### config.mk
export PLATFORM = sky130hd
export DESIGN_NAME = ines_loader_flat
export DESIGN_NICKNAME = d
export VERILOG_FILES = /design/src/rtl/ines_loader_if.sv /design/src/rtl/ines_loader.sv /design/src/flat_wrapper.sv
export SDC_FILE = /design/constraint.sdc
export NUM_CORES = 1
export LEC_CHECK = 0
export ABC_CLOCK_PERIOD_IN_PS = 3250
export BUFFER_PORTS_ARGS = -buffer_cell sky130_fd_sc_hd__buf_2
export CORE_UTILIZATION = 53
export DETAILED_ROUTE_END_ITERATION = 7
export PLACE_DENSITY_LB_ADDON = 0.1
export REMOVE_ABC_BUFFERS = 1
export SLEW_MARGIN = 20
export SYNTH_ARGS = -nofsm -noshare
export SYNTH_HDL_FRONTEND = slang
export SYNTH_SLANG_ARGS = --single-unit
### constraint.sdc
create_clock -name clk -period 3.25 [get_ports clk]
set_input_delay 0.65 -clock clk [delete_from_list [all_inputs] [get_ports clk]]
set_output_delay 0.65 -clock clk [all_outputs]
set_load 0.005 [all_outputs]
### src/rtl/ines_loader_if.sv
// ines_loader_if: host byte stream into the loader, PRG/CHR store write buses and the
// cartridge configuration published to rom_master and the system reset logic.
interface ines_loader_if #(
  parameter int PRG_AW = 15,
  parameter int CHR_AW = 13
);
  logic [7:0]        in_data;
  logic              in_valid;
  logic              in_ready;
  logic              prg_we;
  logic [PRG_AW-1:0] prg_wa;
  logic [7:0]        prg_wd;
  logic              chr_we;
  logic [CHR_AW-1:0] chr_wa;
  logic [7:0]        chr_wd;
  logic              prg_16k;
  logic              mirror_v;
  logic              done;
  logic              err;
  logic [2:0]        err_code;
  logic              sys_hold;

  modport master (
    output in_data, in_valid,
    input  in_ready, prg_we, prg_wa, prg_wd, chr_we, chr_wa, chr_wd,
    input  prg_16k, mirror_v, done, err, err_code, sys_hold
  );

  modport slave (
    input  in_data, in_valid,
    output in_ready, prg_we, prg_wa, prg_wd, chr_we, chr_wa, chr_wd,
    output prg_16k, mirror_v, done, err, err_code, sys_hold
  );
endinterface

### src/rtl/ines_loader.sv
// ines_loader: parses an iNES byte stream, writes PRG/CHR bytes into rom_master's stores
// and holds the system until loaded. Define INES_TRAINER_SKIP_EN to skip 512-byte trainers.
module ines_loader #(
  parameter int PRG_AW = 15,
  parameter int CHR_AW = 13
) (
  input  logic         clk,
  input  logic         rst,
  ines_loader_if.slave bus
);
  localparam int         CW      = ((PRG_AW > CHR_AW) ? PRG_AW : CHR_AW) + 1;
  localparam logic [8:0] PRG_MAX = 9'(1 << (PRG_AW - 14));
  localparam logic [8:0] CHR_MAX = 9'(1 << (CHR_AW - 13));

  typedef enum logic [2:0] {
    S_HDR     = 3'd0,
`ifdef INES_TRAINER_SKIP_EN
    S_TRAINER = 3'd1,
`endif
    S_PRG     = 3'd2,
    S_CHR     = 3'd3,
    S_DONE    = 3'd4,
    S_ERR     = 3'd5
  } state_t;

  state_t            state_r;
  logic [CW-1:0]     cnt_r;
  logic [7:0]        prg_banks_r;
  logic [7:0]        chr_banks_r;
  logic [3:0]        mapper_lo_r;
  logic [3:0]        mapper_hi_r;
  logic              trainer_r;
  logic              mirror_lat_r;
  logic              in_ready_r;
  logic              prg_we_r;
  logic [PRG_AW-1:0] prg_wa_r;
  logic [7:0]        prg_wd_r;
  logic              chr_we_r;
  logic [CHR_AW-1:0] chr_wa_r;
  logic [7:0]        chr_wd_r;
  logic              prg_16k_r;
  logic              mirror_v_r;
  logic              done_r;
  logic              err_r;
  logic [2:0]        err_code_r;
  logic              sys_hold_r;

  logic              accept_s;
  logic [CW-1:0]     prg_last_s;
  logic [CW-1:0]     chr_last_s;
  logic [2:0]        hdr_code_s;

  function automatic logic [7:0] magic_byte(input logic [1:0] idx);
    case (idx)
      2'd0:    magic_byte = 8'h4E;
      2'd1:    magic_byte = 8'h45;
      2'd2:    magic_byte = 8'h53;
      default: magic_byte = 8'h1A;
    endcase
  endfunction

  // Handshake, section end addresses and header verdict (first failing check wins).
  always_comb begin
    accept_s   = bus.in_valid & in_ready_r;
    prg_last_s = (CW'(prg_banks_r) << 14) - CW'(1);
    chr_last_s = (CW'(chr_banks_r) << 13) - CW'(1);
    if (prg_banks_r == 8'd0 || {1'b0, prg_banks_r} > PRG_MAX) begin
      hdr_code_s = 3'd2;
    end else if (chr_banks_r == 8'd0 || {1'b0, chr_banks_r} > CHR_MAX) begin
      hdr_code_s = 3'd3;
    end else if ({mapper_hi_r, mapper_lo_r} != 8'd0) begin
      hdr_code_s = 3'd4;
`ifndef INES_TRAINER_SKIP_EN
    end else if (trainer_r) begin
      hdr_code_s = 3'd5;
`endif
    end else begin
      hdr_code_s = 3'd0;
    end
  end

  // Load sequencer: header parse, optional trainer skip, PRG then CHR write-out.
  always_ff @(posedge clk) begin
    if (rst) begin
      state_r      <= S_HDR;
      cnt_r        <= '0;
      prg_banks_r  <= 8'd0;
      chr_banks_r  <= 8'd0;
      mapper_lo_r  <= 4'd0;
      mapper_hi_r  <= 4'd0;
      trainer_r    <= 1'b0;
      mirror_lat_r <= 1'b0;
      in_ready_r   <= 1'b0;
      prg_we_r     <= 1'b0;
      prg_wa_r     <= '0;
      prg_wd_r     <= 8'd0;
      chr_we_r     <= 1'b0;
      chr_wa_r     <= '0;
      chr_wd_r     <= 8'd0;
      prg_16k_r    <= 1'b0;
      mirror_v_r   <= 1'b0;
      done_r       <= 1'b0;
      err_r        <= 1'b0;
      err_code_r   <= 3'd0;
      sys_hold_r   <= 1'b1;
    end else begin
      prg_we_r <= 1'b0;
      chr_we_r <= 1'b0;
      case (state_r)
        S_HDR: begin
          in_ready_r <= 1'b1;
          if (accept_s) begin
            cnt_r <= cnt_r + CW'(1);
            case (cnt_r[3:0])
              4'd0, 4'd1, 4'd2, 4'd3: begin
                if (bus.in_data != magic_byte(cnt_r[1:0])) begin
                  state_r    <= S_ERR;
                  in_ready_r <= 1'b0;
                  err_r      <= 1'b1;
                  err_code_r <= 3'd1;
                end
              end
              4'd4: prg_banks_r <= bus.in_data;
              4'd5: chr_banks_r <= bus.in_data;
              4'd6: begin
                mirror_lat_r <= bus.in_data[0];
                trainer_r    <= bus.in_data[2];
                mapper_lo_r  <= bus.in_data[7:4];
              end
              4'd7: mapper_hi_r <= bus.in_data[7:4];
              4'd15: begin
                if (hdr_code_s != 3'd0) begin
                  state_r    <= S_ERR;
                  in_ready_r <= 1'b0;
                  err_r      <= 1'b1;
                  err_code_r <= hdr_code_s;
                end else begin
                  cnt_r      <= '0;
                  prg_16k_r  <= (prg_banks_r == 8'd1);
                  mirror_v_r <= mirror_lat_r;
`ifdef INES_TRAINER_SKIP_EN
                  state_r    <= trainer_r ? S_TRAINER : S_PRG;
`else
                  state_r    <= S_PRG;
`endif
                end
              end
              default: ;
            endcase
          end
        end
`ifdef INES_TRAINER_SKIP_EN
        S_TRAINER: begin
          if (accept_s) begin
            if (cnt_r == CW'(511)) begin
              cnt_r   <= '0;
              state_r <= S_PRG;
            end else begin
              cnt_r <= cnt_r + CW'(1);
            end
          end
        end
`endif
        S_PRG: begin
          if (accept_s) begin
            prg_we_r <= 1'b1;
            prg_wa_r <= cnt_r[PRG_AW-1:0];
            prg_wd_r <= bus.in_data;
            if (cnt_r == prg_last_s) begin
              cnt_r   <= '0;
              state_r <= S_CHR;
            end else begin
              cnt_r <= cnt_r + CW'(1);
            end
          end
        end
        S_CHR: begin
          if (accept_s) begin
            chr_we_r <= 1'b1;
            chr_wa_r <= cnt_r[CHR_AW-1:0];
            chr_wd_r <= bus.in_data;
            if (cnt_r == chr_last_s) begin
              // done and sys_hold release line up with the final CHR strobe
              state_r    <= S_DONE;
              in_ready_r <= 1'b0;
              done_r     <= 1'b1;
              sys_hold_r <= 1'b0;
            end else begin
              cnt_r <= cnt_r + CW'(1);
            end
          end
        end
        S_DONE: in_ready_r <= 1'b0;
        S_ERR:  in_ready_r <= 1'b0;
        default: begin
          state_r    <= S_ERR;
          in_ready_r <= 1'b0;
          err_r      <= 1'b1;
        end
      endcase
    end
  end

  assign bus.in_ready = in_ready_r;
  assign bus.prg_we   = prg_we_r;
  assign bus.prg_wa   = prg_wa_r;
  assign bus.prg_wd   = prg_wd_r;
  assign bus.chr_we   = chr_we_r;
  assign bus.chr_wa   = chr_wa_r;
  assign bus.chr_wd   = chr_wd_r;
  assign bus.prg_16k  = prg_16k_r;
  assign bus.mirror_v = mirror_v_r;
  assign bus.done     = done_r;
  assign bus.err      = err_r;
  assign bus.err_code = err_code_r;
  assign bus.sys_hold = sys_hold_r;
endmodule

### src/flat_wrapper.sv
// flat-port wrapper written by rule: the top's interface ports become plain ports
module ines_loader_flat 
#(
  parameter int PRG_AW = 15,
  parameter int CHR_AW = 13
)
  (clk, rst, bus_in_data, bus_in_valid, bus_in_ready, bus_prg_we, bus_prg_wa, bus_prg_wd, bus_chr_we, bus_chr_wa, bus_chr_wd, bus_prg_16k, bus_mirror_v, bus_done, bus_err, bus_err_code, bus_sys_hold);
  ines_loader_if #(.PRG_AW(PRG_AW), .CHR_AW(CHR_AW)) bus_i ();
  input  logic clk;
  input  logic rst;
  input wire logic [$bits(bus_i.in_data)-1:0] bus_in_data;
  input wire logic [$bits(bus_i.in_valid)-1:0] bus_in_valid;
  output wire logic [$bits(bus_i.in_ready)-1:0] bus_in_ready;
  output wire logic [$bits(bus_i.prg_we)-1:0] bus_prg_we;
  output wire logic [$bits(bus_i.prg_wa)-1:0] bus_prg_wa;
  output wire logic [$bits(bus_i.prg_wd)-1:0] bus_prg_wd;
  output wire logic [$bits(bus_i.chr_we)-1:0] bus_chr_we;
  output wire logic [$bits(bus_i.chr_wa)-1:0] bus_chr_wa;
  output wire logic [$bits(bus_i.chr_wd)-1:0] bus_chr_wd;
  output wire logic [$bits(bus_i.prg_16k)-1:0] bus_prg_16k;
  output wire logic [$bits(bus_i.mirror_v)-1:0] bus_mirror_v;
  output wire logic [$bits(bus_i.done)-1:0] bus_done;
  output wire logic [$bits(bus_i.err)-1:0] bus_err;
  output wire logic [$bits(bus_i.err_code)-1:0] bus_err_code;
  output wire logic [$bits(bus_i.sys_hold)-1:0] bus_sys_hold;
  assign bus_i.in_data = bus_in_data;
  assign bus_i.in_valid = bus_in_valid;
  assign bus_in_ready = bus_i.in_ready;
  assign bus_prg_we = bus_i.prg_we;
  assign bus_prg_wa = bus_i.prg_wa;
  assign bus_prg_wd = bus_i.prg_wd;
  assign bus_chr_we = bus_i.chr_we;
  assign bus_chr_wa = bus_i.chr_wa;
  assign bus_chr_wd = bus_i.chr_wd;
  assign bus_prg_16k = bus_i.prg_16k;
  assign bus_mirror_v = bus_i.mirror_v;
  assign bus_done = bus_i.done;
  assign bus_err = bus_i.err;
  assign bus_err_code = bus_i.err_code;
  assign bus_sys_hold = bus_i.sys_hold;
  ines_loader #(.PRG_AW(PRG_AW), .CHR_AW(CHR_AW)) u_core (.clk(clk), .rst(rst), .bus(bus_i));
endmodule
==> impl_metrics.ini <==
[drt]
viasPerCell = 5.55
drc_errors = 0
ant_nets = 0
vias = 3894
first_pass_iters = 4
detail_route.wl_per_cell_um = 14.8
first_iter_violations = 213
routed_wl_um = 10400

[floorplanning]
rows = 32
dieArea_um2 = 8670
chipHeight_um = 93.1
coreArea_um2 = 7890
die_w_um = 93.1
start_util_pct = 55.8
io_pins = 66

[hold_path]
hp-start = u_core.bus.prg_wa[9]$_SDFFE_PP0P_
hp-class = reg -> reg

[clock_tree]
clkLatencyLatePin_ns = 0.38
postCtsResizedCells = 0
numCtsBuffers = 9
clkTransAtPathRegs_ns = 0.10
cts_tree = built
postCtsSetupRepairBufs = 0
root_buffer = clkbuf_8
htree_levels = 3
cts.sinks = 100
hold_buffers = 0
clockBufferDepth = 2

[placement]
place_ws_ns = 0.648
dp_hpwl_um = 7100
port_buffers = 65
globalplace.congestion = 0.888

[setup_path]
crit_buf_inv = 0
worstPathCellList = ha_1 -> and3_1 -> o31ai_1 -> a31o_2 -> a2111oi_2 -> mux2_2 -> o22ai_1
critPathLaunchType = flip-flop
required_ns = 3.55
path_max_fanout = 13
critPathLaunch = u_core.cnt_r[0]$_SDFFE_PP0P_
max_stage_delay_ns = 0.48
cp_top_family = compound AO/OA/AOI/OAI gates
slowest_stage = ha_1
cp_data_arrival_time_ns = 2.94
path_class = reg -> reg
r2r_start = u_core.cnt_r[0]$_SDFFE_PP0P_
end_kind = flip-flop

[timing]
timing.final.crit_share_pct = 81.3
worst_pin_slew_ns = 0.802
slew_headroom_pct = 46.4
rsz0062_at_grt = no
whs_ns = 0.456
finClkSkew_ns = 0.0105
finalSetupTns_ns = 0
slew_viol_final = 0
setup_viol = 0
finalWorstSetupSlack_ns = 0.609
fin_crit_ns = 2.64
hold_viol_final = 0
fmax_mhz = 379

[power]
powerDensity_nw_per_um2 = 460
vdd_drop_max_v = 0.000261
p_leak_nw = 1.85
p_total_w = 0.00228

[yosys]
synth_top_family_by_area = simple AND/OR/NAND/NOR gates
postSynthAreaPerCell_um2 = 8.07
synth-xor-area-share_pct = 4.29
ys_warn_count = 0
synth-seq-cells = 100
netlist_instances = 545
synthSimpleGateAreaFrac_pct = 26.4
yosysSeqAreaShare_pct = 45.5
ys_async_sr_fraction_pct = 0
synth_most_common_cell = nand2_1
ys_top_cells_by_count = 133 x nand2_1, 100 x dfxtp_1, 82 x a21oi_1, 35 x nand3_1, 31 x nor2_1
synth-edff-count = 0
synthMuxAreaShare_pct = 1.17
synth.largest_area_cell = dfxtp_1
yosysUniqueCellTypes = 59
yosys.area.top_type_share_pct = 45.5
synth_compound_area_share_pct = 14.4
synth_area_um2 = 4400
yosys-top-cells-area = dfxtp_1 45%, nand2_1 11%, a21oi_1 9.3%
synthAdderAreaFrac_pct = 3.13
ys.flop_type = dfxtp_1

[final_layout]
syn2layout_area_growth_pct = 12.7
fin_nets = 616
regArea_um2 = 2000
diodes = 0
fin_util_pct = 62.9
fillers = 720
multiInputGateArea_um2 = 2180
drive_above_1_share_pct = 17.2

[outcome]
status = complete, no violations

[global_route]
grt_max_degree = 68
grt_pass1_wl_um = 17400
track_usage_pct = 25.6
antenna_found_initial = 0
grt-ovfl-total = 0
grt_pass1_vias = 3593

[flow_run]
maxCapViolCount = 0
-- worst register-to-register path: stages, from the launching register on --
cell	delay, ns
dfxtp_1	0.47
ha_1	0.48
and3_1	0.37
o31ai_1	0.10
a31o_2	0.28
a2111oi_2	0.36
mux2_2	0.38
o22ai_1	0.14
-- path summary, 6_finish.rpt --
check                                 endpoint  slack [ns]  cells past startpoint
max             u_core.state_r[1]$_SDFFE_PP0P_        0.61                      7
min          u_core.bus.prg_wa[9]$_SDFFE_PP0P_        0.46                      2
max reg2reg     u_core.state_r[1]$_SDFFE_PP0P_        0.61                      7
min reg2reg  u_core.bus.prg_wa[9]$_SDFFE_PP0P_        0.46                      2
-- power breakdown --
part / internal [W] / switching [W]
registers: 0.00124 / 0.0000211
clock network: 0.000372 / 0.000470
logic: 0.0000651 / 0.000111
total: 0.00168 / 0.000602
-- final cells by class --
cell class	count	area share [%]
clock buffers	10	2.57
clock inverters	6	1.66
inverters	14	1.06
multi-input cells	397	43.9
flip-flops and latches	100	40.4
well taps	102	2.57
repair buffers	72	7.87
-- cells in the final DEF (no fill, tap or decap), drive strengths merged, types with 2 or more instances in the layout --
cell       n
nor2b      3
a211o      2
and3       3
a31oi      3
o31ai      3
nand3     35
a21o       2
a21oi     82
clkinv     2
o21ai      6
xor2      11
nor2      31
nand4     10
buf       72
xnor2      8
clkbuf    10
nand2b     3
ha        11
nor4       6
nor3b      4
nor3      11
and2       2
mux2i      4
o2111ai    3
dfxtp    100
nand2    133
or3        2
inv       16
-- per-stage QoR --
stage | instances | area, um2
final | 701 | 4960
after global routing | 701 | 4960
after CTS | 701 | 4960
after detailed placement | 685 | 4750
after global placement | 685 | 4750
after floorplan | 511 | 4230
-- metal layers --
metal	vias to the layer above	GRT usage (%)	share of wire (%)
li1	1946	-	-
met3	18	4.31	4.7
met2	89	41.6	47
met4	0	10.8	1.4
met1	1841	33.5	47
met5	-	0	0
-- cell families (layout without fill, tap and decap cells) --
logic type / Yosys count / in the layout
AO/OA/AOI/OAI: 111 / 111
flip-flops: 100 / 100
adder cells (fa/ha/maj): 11 / 11
AND/OR/NAND/NOR: 250 / 250
buffers and inverters: 48 / 102
multiplexers: 5 / 5
XOR/XNOR: 20 / 20
-- state kept, by name, summed over array words and instances (netlist names), 3 cells and up, named ones only --
signal	cells
u_core.bus.prg_wd	8
u_core.bus.err_code	3
u_core.cnt_r	15
u_core.mapper_hi_r	4
u_core.bus.prg_wa	15
u_core.state_r	3
u_core.chr_banks_r	8
u_core.bus.chr_wd	8
u_core.bus.chr_wa	13
u_core.prg_banks_r	8
u_core.mapper_lo_r	4
(Power assumes the default switching activity.)
